==> config.mk <==
export PLATFORM = sky130hd
export DESIGN_NAME = prim_secded_inv_39_32_enc_pipe
export DESIGN_NICKNAME = d
export VERILOG_FILES = /design/src/rtl/prim_secded_pkg.sv /design/src/rtl/prim_secded_inv_39_32_enc.sv /design/src/rtl/prim_secded_inv_39_32_enc_pipe.sv
export SDC_FILE = /design/constraint.sdc
export NUM_CORES = 1
export LEC_CHECK = 0
export CAP_MARGIN = 20
export CORE_MARGIN = 1
export CORE_UTILIZATION = 30
export CTS_CLUSTER_DIAMETER = 60
export CTS_CLUSTER_SIZE = 16
export DETAILED_ROUTE_END_ITERATION = 12
export DONT_BUFFER_PORTS = 1
export PLACE_DENSITY_LB_ADDON = 0.08
export SYNTH_ARGS = -nofsm -noshare
export SYNTH_HDL_FRONTEND = slang
export SYNTH_SLANG_ARGS = --single-unit
==> constraint.sdc <==
create_clock -name clk_i -period 2.3 [get_ports clk_i]
set_clock_uncertainty 0.15 [all_clocks]
set_input_delay 0.575 -clock clk_i [delete_from_list [all_inputs] [get_ports clk_i]]
set_output_delay 0.575 -clock clk_i [all_outputs]
set_load 0.005 [all_outputs]
==> src/rtl/prim_secded_pkg.sv <==
// Constants and the reference encode function for the inverted Hsiao
// SECDED (39,32) code shared by the encoder and pipe.
package prim_secded_pkg;

  // Row k selects the data bits whose parity forms check bit k (cw[32+k]).
  localparam logic [6:0][31:0] SecdedInv3932Masks = {
    32'h98505586,
    32'h2DCC624C,
    32'hC2C1323B,
    32'h31234ED1,
    32'h413D89AA,
    32'hDEBA8050,
    32'h2606BD25
  };

  // Check bits 1, 3 and 5 are stored inverted so all-zero is not a codeword.
  localparam logic [38:0] SecdedInv3932InvConst = 39'h2A00000000;

  function automatic logic [38:0] prim_secded_inv_39_32_enc_f(input logic [31:0] data);
    logic [38:0] cw;
    cw = {7'b0, data};
    for (int unsigned k = 0; k < 7; k++) begin
      cw[32+k] = ^(data & SecdedInv3932Masks[k]);
    end
    return cw ^ SecdedInv3932InvConst;
  endfunction

endpackage

==> src/rtl/prim_secded_inv_39_32_enc.sv <==
// Combinational inverted SECDED (39,32) encoder.
module prim_secded_inv_39_32_enc
  import prim_secded_pkg::*;
(
  input  logic [31:0] data_i,
  output logic [38:0] data_o
);

  assign data_o = prim_secded_inv_39_32_enc_f(data_i);

endmodule

==> src/rtl/prim_secded_inv_39_32_enc_pipe.sv <==
// Streaming inverted SECDED (39,32) encoder: 1-cycle latency, full
// throughput, 2-entry skid buffer with a registered input ready,
// per-beat fault injection and a saturating delivered-beat counter.
module prim_secded_inv_39_32_enc_pipe #(
  parameter int unsigned CntW = 16
) (
  input  logic            clk_i,
  input  logic            rst_ni,
  input  logic            in_valid_i,
  output logic            in_ready_o,
  input  logic [31:0]     data_i,
  input  logic [38:0]     inj_i,
  output logic            out_valid_o,
  input  logic            out_ready_i,
  output logic [38:0]     data_o,
  output logic [CntW-1:0] beat_cnt_o
);

  logic [38:0]     enc_cw;
  logic [38:0]     in_cw;
  logic [38:0]     main_q, main_d;
  logic [38:0]     skid_q, skid_d;
  logic            main_vld_q, main_vld_d;
  logic            skid_vld_q, skid_vld_d;
  logic [CntW-1:0] beat_cnt_q;
  logic            acc, pop;

  prim_secded_inv_39_32_enc u_enc (
    .data_i (data_i),
    .data_o (enc_cw)
  );

  assign in_cw = enc_cw ^ inj_i;

  // Ready depends only on skid occupancy, so it comes straight from a flop.
  assign in_ready_o  = ~skid_vld_q;
  assign acc         = in_valid_i & ~skid_vld_q;
  assign pop         = main_vld_q & out_ready_i;
  assign out_valid_o = main_vld_q;
  assign data_o      = main_q;
  assign beat_cnt_o  = beat_cnt_q;

  // Next-state for the main/skid pair; skid is only ever occupied while main is.
  always_comb begin
    main_d     = main_q;
    main_vld_d = main_vld_q;
    skid_d     = skid_q;
    skid_vld_d = skid_vld_q;
    if (!main_vld_q) begin
      if (acc) begin
        main_d     = in_cw;
        main_vld_d = 1'b1;
      end
    end else if (pop) begin
      if (skid_vld_q) begin
        main_d     = skid_q;
        skid_vld_d = 1'b0;
      end else if (acc) begin
        main_d = in_cw;
      end else begin
        main_vld_d = 1'b0;
      end
    end else if (acc) begin
      skid_d     = in_cw;
      skid_vld_d = 1'b1;
    end
  end

  // Buffer state registers.
  always_ff @(posedge clk_i or negedge rst_ni) begin
    if (!rst_ni) begin
      main_q     <= '0;
      skid_q     <= '0;
      main_vld_q <= 1'b0;
      skid_vld_q <= 1'b0;
    end else begin
      main_q     <= main_d;
      skid_q     <= skid_d;
      main_vld_q <= main_vld_d;
      skid_vld_q <= skid_vld_d;
    end
  end

  // Saturating count of output handshakes.
  always_ff @(posedge clk_i or negedge rst_ni) begin
    if (!rst_ni) begin
      beat_cnt_q <= '0;
    end else if (pop && (beat_cnt_q != '1)) begin
      beat_cnt_q <= beat_cnt_q + CntW'(1);
    end
  end

endmodule
Word level (Yosys, flattened, before mapping)
Index checks and enable logic that the tools add are counted.
{ "totals": {"register_bits": 96} }
{ "classes": {"addsub": 1, "eq_ne": 2, "muxes": 10, "bitwise": 6, "reduce_logical": 11} }
{ "ops": {"columns": ["operator", "count"], "rows": [
  ["$reduce_xor A32 Y1", 7],
  ["$mux W39", 4],
  ["$xor A39 B39 Y39", 1],
  ["$add A16 B1 Y16 const B", 1],
  ["$ne A16 B16 Y1 const B", 1],
  ["$mux W1", 6],
  ["$not A3 Y3", 1],
  ["$reduce_and A3 Y1", 1],
  ["$and A1 B1 Y1", 2],
  ["$ne A2 B1 Y1 const B", 1],
  ["$not A1 Y1", 2],
  ["$reduce_and A2 Y1", 1],
  ["$reduce_bool A2 Y1", 1],
  ["$logic_and A1 B1 Y1", 1]
]} }

Logic depth before layout (Yosys ltp)
Gate-level depths: netlist of run 1.
{ "depth": {"ltp_word": 7, "mapped_depth": 6} }

Cells and area by module
From an unflattened synthesis of run 1, not the netlist that was laid out.
{ "unflattened": {"cells_unflattened": 518, "hier_area_um2": 5357.6} }
{ "modules_own_cells": {"columns": ["mod", "n_inst", "cells_each", "area_per_inst_um2", "seq_area_each_um2"], "rows": [
  ["prim_secded_inv_39_32_enc_pipe", 1, 435, 4426.7, 2402.3],
  ["prim_secded_inv_39_32_enc", 1, 83, 930.9, 0.0]
]} }

Least setup slack after synthesis of run 1
OpenSTA, ideal clock, no wires.
{ "synth_path": {"path_kind": "input -> register", "start": "in data_i[26]", "end": "reg skid_q[37]", "setup_ps": 130, "t_arrival_ps": 1697, "path_slack_ps": 323, "stages": 5, "path_buffers": 1, "cell_sequence": "clkbuf_1 > xnor2_1 > xnor3_1 > xnor3_1 > o21ai_1"} }
{ "synth_between": {"elab_chain_cells": 3} }
{ "synth_lines": {"columns": ["element", "line", "source"], "rows": [
  ["start: declaration", "prim_secded_inv_39_32_enc_pipe.sv:11", "input logic [31:0] data_i,"],
  ["$reduce_xor A32 Y1", "prim_secded_pkg.sv:23", "cw[32+k] = ^(data & SecdedInv3932Masks[k]);"],
  ["$not A3 Y3 (no line)", null, null],
  ["$xor A39 B39 Y39", "prim_secded_inv_39_32_enc_pipe.sv:33", "assign in_cw = enc_cw ^ inj_i;"],
  ["end signal: assignment", "prim_secded_inv_39_32_enc_pipe.sv:78", "skid_q <= skid_d;"],
  ["end: declaration", "prim_secded_inv_39_32_enc_pipe.sv:22", "logic [38:0] skid_q, skid_d;"]
]} }
No other way between the ends.
A chain may end at the register's enable or synchronous reset.

Worst setup path after layout of run 1
{ "layout_path": {"start": "reg skid_vld_q", "end": "out in_ready_o"} }
{ "layout_between": {"elab_chain_cells": 1} }
{ "layout_lines": {"columns": ["element", "line", "source"], "rows": [
  ["start: declaration", "prim_secded_inv_39_32_enc_pipe.sv:24", "logic skid_vld_q, skid_vld_d;"],
  ["start signal: assignment", "prim_secded_inv_39_32_enc_pipe.sv:80", "skid_vld_q <= skid_vld_d;"],
  ["$not A1 Y1", "prim_secded_inv_39_32_enc_pipe.sv:36", "assign in_ready_o = ~skid_vld_q;"],
  ["end: declaration", "prim_secded_inv_39_32_enc_pipe.sv:10", "output logic in_ready_o,"]
]} }
No other way between the ends.

==> results of run 1 <==
[routing by layer]
metal / wire length, um / up-vias / global-route usage, %
met5: 0 / - / 0
met4: 100 / 0 / 4.457
met3: 1215 / 8 / 6.211
met2: 6804 / 127 / 27.33
met1: 6589 / 1752 / 23.16
li1: - / 1710 / -
[synth_stat cells]
cell type  number
dfrtp_1        96
xnor2_1        69
o21ai_0        60
nand2_1        51
a21oi_1        42
nand3_1        38
nor2_1         36
clkbuf_1       25
xnor3_1        19
xor2_1         18
o22ai_1        10
nor3_1          7
nand4_1         5
o21ai_1         5
and3_1          2
and4_1          2
buf_2           2
inv_1           2
mux2_2          2
nand2b_1        2
nor3b_1         2
nor4_1          2
and2_1          1
clkbuf_2        1
ha_1            1
nor2b_1         1
or3_1           1
or3b_1          1
[report_power, final]
group          switching, mW  internal [mW]
Combinational           1.22          0.973
Sequential             0.581           2.44
Clock                  0.730          0.891
Total                   2.53           4.30
[worst reg2reg max path, cell delays in order, from the launching register on]
cell,delay (ps)
dfrtp_1,440
ha_1,200
nand3_1,160
nor4_1,410
buf_4,220
nor2_1,60
mux2_2,280
[logic make-up after synthesis]
logic type	Yosys count	synth area share [%]
buffers and inverters	30	2.317
xor gates and xnor gates	106	23.69
AOI/OAI and AO/OA	117	11.91
adders and majority gates	1	0.2491
and+or+nand+nor	151	13.55
muxes	2	0.4484
DFF	96	47.83
[flip-flops by register name, indices dropped and copies added (netlist names)]
name and flops:
skid_vld_q 1, data_o 39, beat_cnt_o 16, out_valid_o 1, skid_q 39
[layout by cell type, fill, tap and decap left out, types with 4 or more instances in the layout]
master / n
dfrtp_1: 96
xnor2_1: 69
o21ai_0: 60
nand2_1: 51
a21oi_1: 41
nand3_1: 37
nor2_1: 36
xnor3_1: 19
xor2_1: 18
buf_4: 11
o22ai_1: 10
clkbuf_16: 9
nor3_1: 7
o21ai_1: 5
nand4_1: 5
inv_6: 4
[final timing paths]
check                               from        endpoint  depth (start not counted)
max                           skid_vld_q      in_ready_o                          2
min in group clk_i           out_ready_i      skid_vld_q                          1
min reg2reg                    skid_q[1]       skid_q[1]                          2
min                               rst_ni  beat_cnt_o[13]                          0
max reg2reg                beat_cnt_o[0]   beat_cnt_o[1]                          6
max in group asynchronous         rst_ni      data_o[34]                          0
[metrics by stage]
stage | util [%] | hold WS (ps) | setup slack (ps)
after floorplan | - | 129.4 | 323.4
after global placement | 32.90 | 132.2 | 210.6
after detailed placement | 32.90 | 132.7 | 204.0
after CTS | 34.84 | -254.8 | 243.0
after global routing | 34.84 | -259.0 | 157.0
final | 34.84 | -240.9 | 247.3
[final cells by class]
class | count | share of cell area (%)
Clock buffer | 10 | 4.257
Clock inverter | 6 | 1.293
Inverter | 2 | 0.1337
Multi-Input combinational cell | 377 | 44.89
Sequential cell | 96 | 42.79
Tap cell | 216 | 4.814
Timing Repair Buffer | 12 | 1.827
==> results.yml, run 1 <==
setup_path:
  critical_path_class: "flip-flop to primary output"
  critPathLaunchType: "flip-flop"
  crit_chain: "inv_1 -> buf_12"
  endpoint_kind: "primary output"
  critPathBufInv: 2
  crit_family: "buffers and inverters"
  slowest_delay_ps: 420
  critPathRequiredTime_ps: 1570
  critPathSlowestCell: "dfrtp_1"
  cp.arrival_ps: 1330
  critPathMaxFanout: 26
  reg2reg_slack_ps: 280
timing:
  period_needed_ps: 2053
  rsz0062_at_grt: "no"
  fin_tns_setup_ps: 0
  hold_viol: 96
  finalSetupViolations: 0
  worstMarginPinSlew_ps: 625.4
  fin_hold_ws_ps: -240.9
  relSlewSlack_pct: 58.15
  slew_violations: 0
  final.period_utilization_pct: 89.25
  max_clock_freq_ghz: 0.4872
place:
  port_buffers: 0
  dpl.cell_count: 703
  place_congestion: 0.7776
  dpl.hpwl_mm: 10.60
  place_area_um2: 5303
layout:
  final_cells: 719
  drive_above_1_share_pct: 6.362
  nets: 574
  register_area_um2: 2402
  multi_input_area_um2: 2520
  syn_to_final_growth_pct: 11.78
  post-route-cell-area_um2: 5614
  antenna_cells: 0
  fillerInstances: 1665
clock_tree:
  path_clk_slew_ps: 80
  cts_tree: "built"
  clock-root-buffer: "clkbuf_16"
  h-tree-depth: 3
  cts_setup_buffers: 0
  cts_sinks: 96
  clk_latency_ps: 350
  cts_buffer_depth: 2
  numCtsBuffers: 9
  postCtsResizedCells: 0
floorplan:
  die_x_um: 131.4
  core_um2: 16120
  die_h_um: 131.4
  io_pins: 132
  initial_core_util_pct: 31.16
  num_rows: 46
  die-area_um2: 17260
global_route:
  grt_overflow: 0
  grtUsageTotal_pct: 17.57
  grt_pass1_vias: 3627
  grt_max_degree: 97
  antenna_found_initial: 0
  grt_pass1_wl_mm: 22.78
hold_path:
  hold_class: "input pin to async pin"
outcome:
  status: "finished, violations left"
  violations: "hold timing"
route:
  firstDrtPassIters: 5
  via_per_inst: 5.003
  route.detailed.drc: 0
  drtIter0Drc: 225
  vias: 3597
  antenna_left: 0
  avgRoutedWirePerCell_um: 20.46
  wl_mm: 14.71
power_and_ir_drop:
  total_leakage_power_nw: 2.406
  total_power_mw: 6.832
  ir_drop_v: 0.0004031
  power_density_nw_per_um2: 1217
run:
  maxCapViolCount: 0
synth:
  yosys_warnings: 0
  avgSynthCellArea_um2: 9.985
  yosysUniqueCellTypes: 28
  ys_ff_latch: 96
  synth-seq-area-share_pct: 47.83
  synth_nets: 579
  netlist_area_um2: 5022
  synth_area_leader_cell: "dfrtp_1"
  syn-instance-count: 503
  yosysTopAreaCellShare_pct: 47.83
  yosys-top-cells-area: "dfrtp_1, xnor2_1, xnor3_1, o21ai_0, a21oi_1"
Note: power is estimated with default switching activity, not from simulation.
==> run 2: changes to the inputs <==
--- a/config.mk
+++ b/config.mk
@@ -6,4 +6,5 @@
 export NUM_CORES = 1
 export LEC_CHECK = 0
+export ABC_CLOCK_PERIOD_IN_PS = 2300
 export CAP_MARGIN = 20
 export CORE_MARGIN = 1
@@ -16,3 +17,4 @@
 export SYNTH_ARGS = -nofsm -noshare
 export SYNTH_HDL_FRONTEND = slang
+export SYNTH_HIERARCHICAL = 1
 export SYNTH_SLANG_ARGS = --single-unit
--- a/constraint.sdc
+++ b/constraint.sdc
@@ -3,3 +3,3 @@
 set_input_delay 0.575 -clock clk_i [delete_from_list [all_inputs] [get_ports clk_i]]
 set_output_delay 0.575 -clock clk_i [all_outputs]
-set_load 0.005 [all_outputs]
+set_load 0.01 [all_outputs]
==> results.yml, run 2 <==
outcome:
  status: "finished, violations left"
  violations: "hold timing"
clock_tree:
  postCtsResizedCells: 0
  clock-root-buffer: "clkbuf_16"
  clk_latency_ps: 340
  cts_buffer_depth: 2
  h-tree-depth: 3
  numCtsBuffers: 9
  cts_setup_buffers: 0
  cts_tree: "built"
  path_clk_slew_ps: 70
  cts_sinks: 96
synth:
  netlist_area_um2: 5358
  yosys-top-cells-area: "dfrtp_1, xnor2_1, a21oi_1, xnor3_1, buf_4"
  synthFlopType: "dfrtp_1"
  synth_edf_count: 0
  ys_ff_latch: 96
  yosysMostFrequentCell: "dfrtp_1"
  yosysTopAreaCellShare_pct: 44.84
  synth_area_leader_cell: "dfrtp_1"
  ys_async_sr_fraction_pct: 100.0
  yosys_warnings: 6
  ys_top_cells_by_count: "dfrtp_1, a21oi_1, nor2_1"
  synth-seq-area-share_pct: 44.84
  avgSynthCellArea_um2: 10.34
  synth_nets: 594
  yosysUniqueCellTypes: 42
  syn-instance-count: 518
setup_path:
  worstRegToRegCells: 5
  critPathLaunchType: "input pin"
  crit_end: "data_o[35]"
  timing.rr.end: "skid_q[27]"
  crit_chain: "xnor3_1 -> xnor2_1 -> xnor3_1 -> xnor2_1 -> nand3_1 -> o21ai_0 -> a21oi_1"
  cp.depth: 7
  critical_path_class: "input pin to flip-flop"
  critPathBufInv: 0
  critPathRequiredTime_ps: 2350
  endpoint_kind: "flip-flop"
  cp.arrival_ps: 2040
  critPathSlowestCell: "xnor3_1"
  crit_family: "XOR/XNOR gates"
  reg2reg_from: "out_valid_o"
  slowest_delay_ps: 450
  critPathMaxFanout: 3
  cp-startpoint: "data_i[7]"
  reg2reg_slack_ps: 370
layout:
  antenna_cells: 0
  layout_commonest_cell: "dfrtp_1"
  post-route-cell-area_um2: 5744
  mostFrequentLayoutCells: "dfrtp_1, a21oi_1, nor2_1"
  drive_above_1_share_pct: 13.31
  nets: 567
  syn_to_final_growth_pct: 7.216
floorplan:
  die-area_um2: 18400
  core_um2: 17360
  die_h_um: 135.6
  io_pins: 132
  die_x_um: 135.6
  num_rows: 48
  initial_core_util_pct: 30.87
route:
  route.detailed.drc: 0
  firstDrtPassIters: 4
  wl_mm: 15.17
  drtIter0Drc: 172
  vias: 3600
  avgRoutedWirePerCell_um: 21.04
  via_per_inst: 4.993
  antenna_left: 0
power_and_ir_drop:
  power_density_nw_per_um2: 1260
  ir_drop_v: 0.0005020
  total_leakage_power_nw: 2.346
  total_power_mw: 7.239
hold_path:
  hold_class: "input pin to async pin"
timing:
  fin_hold_ws_ps: -230.5
  period_needed_ps: 1989
  slew_violations: 0
  max_clock_freq_ghz: 0.5028
  final.period_utilization_pct: 86.48
  relSlewSlack_pct: 66.84
  worstMarginPinSlew_ps: 497.4
  rsz0062_at_grt: "no"
  finalSetupViolations: 0
  hold_viol: 96
global_route:
  antenna_found_initial: 0
  grt_pass1_wl_mm: 23.52
  grtUsageTotal_pct: 17.56
  grt_max_degree: 97
  grt_pass1_vias: 3740
  grt_overflow: 0
run:
  maxCapViolCount: 0
place:
  place_area_um2: 5444
  place_congestion: 0.7709
  dpl.hpwl_mm: 10.69
  port_buffers: 0
run 2: worst min-delay path by stage:
stage / start / end / cells past startpoint
after floorplan: rst_ni / beat_cnt_o[0] / 0
after global placement: rst_ni / data_o[18] / 0
after detailed placement: rst_ni / data_o[18] / 0
after CTS: rst_ni / skid_q[20] / 0
after global routing: rst_ni / skid_q[18] / 0
final: rst_ni / skid_q[20] / 0
run 2: per-stage QoR:
stage               std cells  setup TNS [ps]  setup WS (ps)  utilization (%)
global route              721               0          138.6            33.10
global placement          705          -114.8         -58.72            31.37
detailed placement        705          -144.8         -68.85            31.37
floorplan                 518               0          42.90                -
finish                    721               0          311.0            33.10
CTS                       721               0          304.8            33.10
run 2: cells by family (layout without fill, tap and decap cells):
family                   count (synthesis)  count (layout)  share of synthesized area, %
multiplexers                            16              16                         3.433
buffers and inverters                   59              37                         6.936
AND/OR/NAND/NOR                        133             133                         12.31
adder cells (fa/ha/maj)                  1               1                        0.2335
AO/OA/AOI/OAI                          113             113                         11.35
flip-flops                              96              96                         44.84
XOR/XNOR                               100             100                         20.90
run 2: layer usage:
layer | up-vias | global-route usage (%) | wire, um
met3 | 8 | 5.649 | 1080
met2 | 104 | 27.61 | 7157
met5 | - | 0 | 0
met4 | 0 | 4.307 | 130
met1 | 1798 | 23.21 | 6801
li1 | 1690 | - | -
run 2: power by group:
| group | total, mW | switching (mW) | leakage [nW] | internal (mW) |
|---|---|---|---|---|
| registers | 3.18 | 0.726 | 1.11 | 2.46 |
| clock network | 1.56 | 0.660 | 0.150 | 0.901 |
| logic | 2.50 | 1.32 | 1.09 | 1.17 |
| total | 7.24 | 2.71 | 2.35 | 4.53 |
run 2: final cells by class:
class / count / area (um2)
Clock inverter: 3 / 40.04
Sequential cell: 96 / 2402
Inverter: 1 / 3.754
Timing Repair Buffer: 20 / 162.7
Multi-Input combinational cell: 363 / 2594
Fill cell: 1807 / 11610
Tap cell: 225 / 281.5
Clock buffer: 13 / 260.3
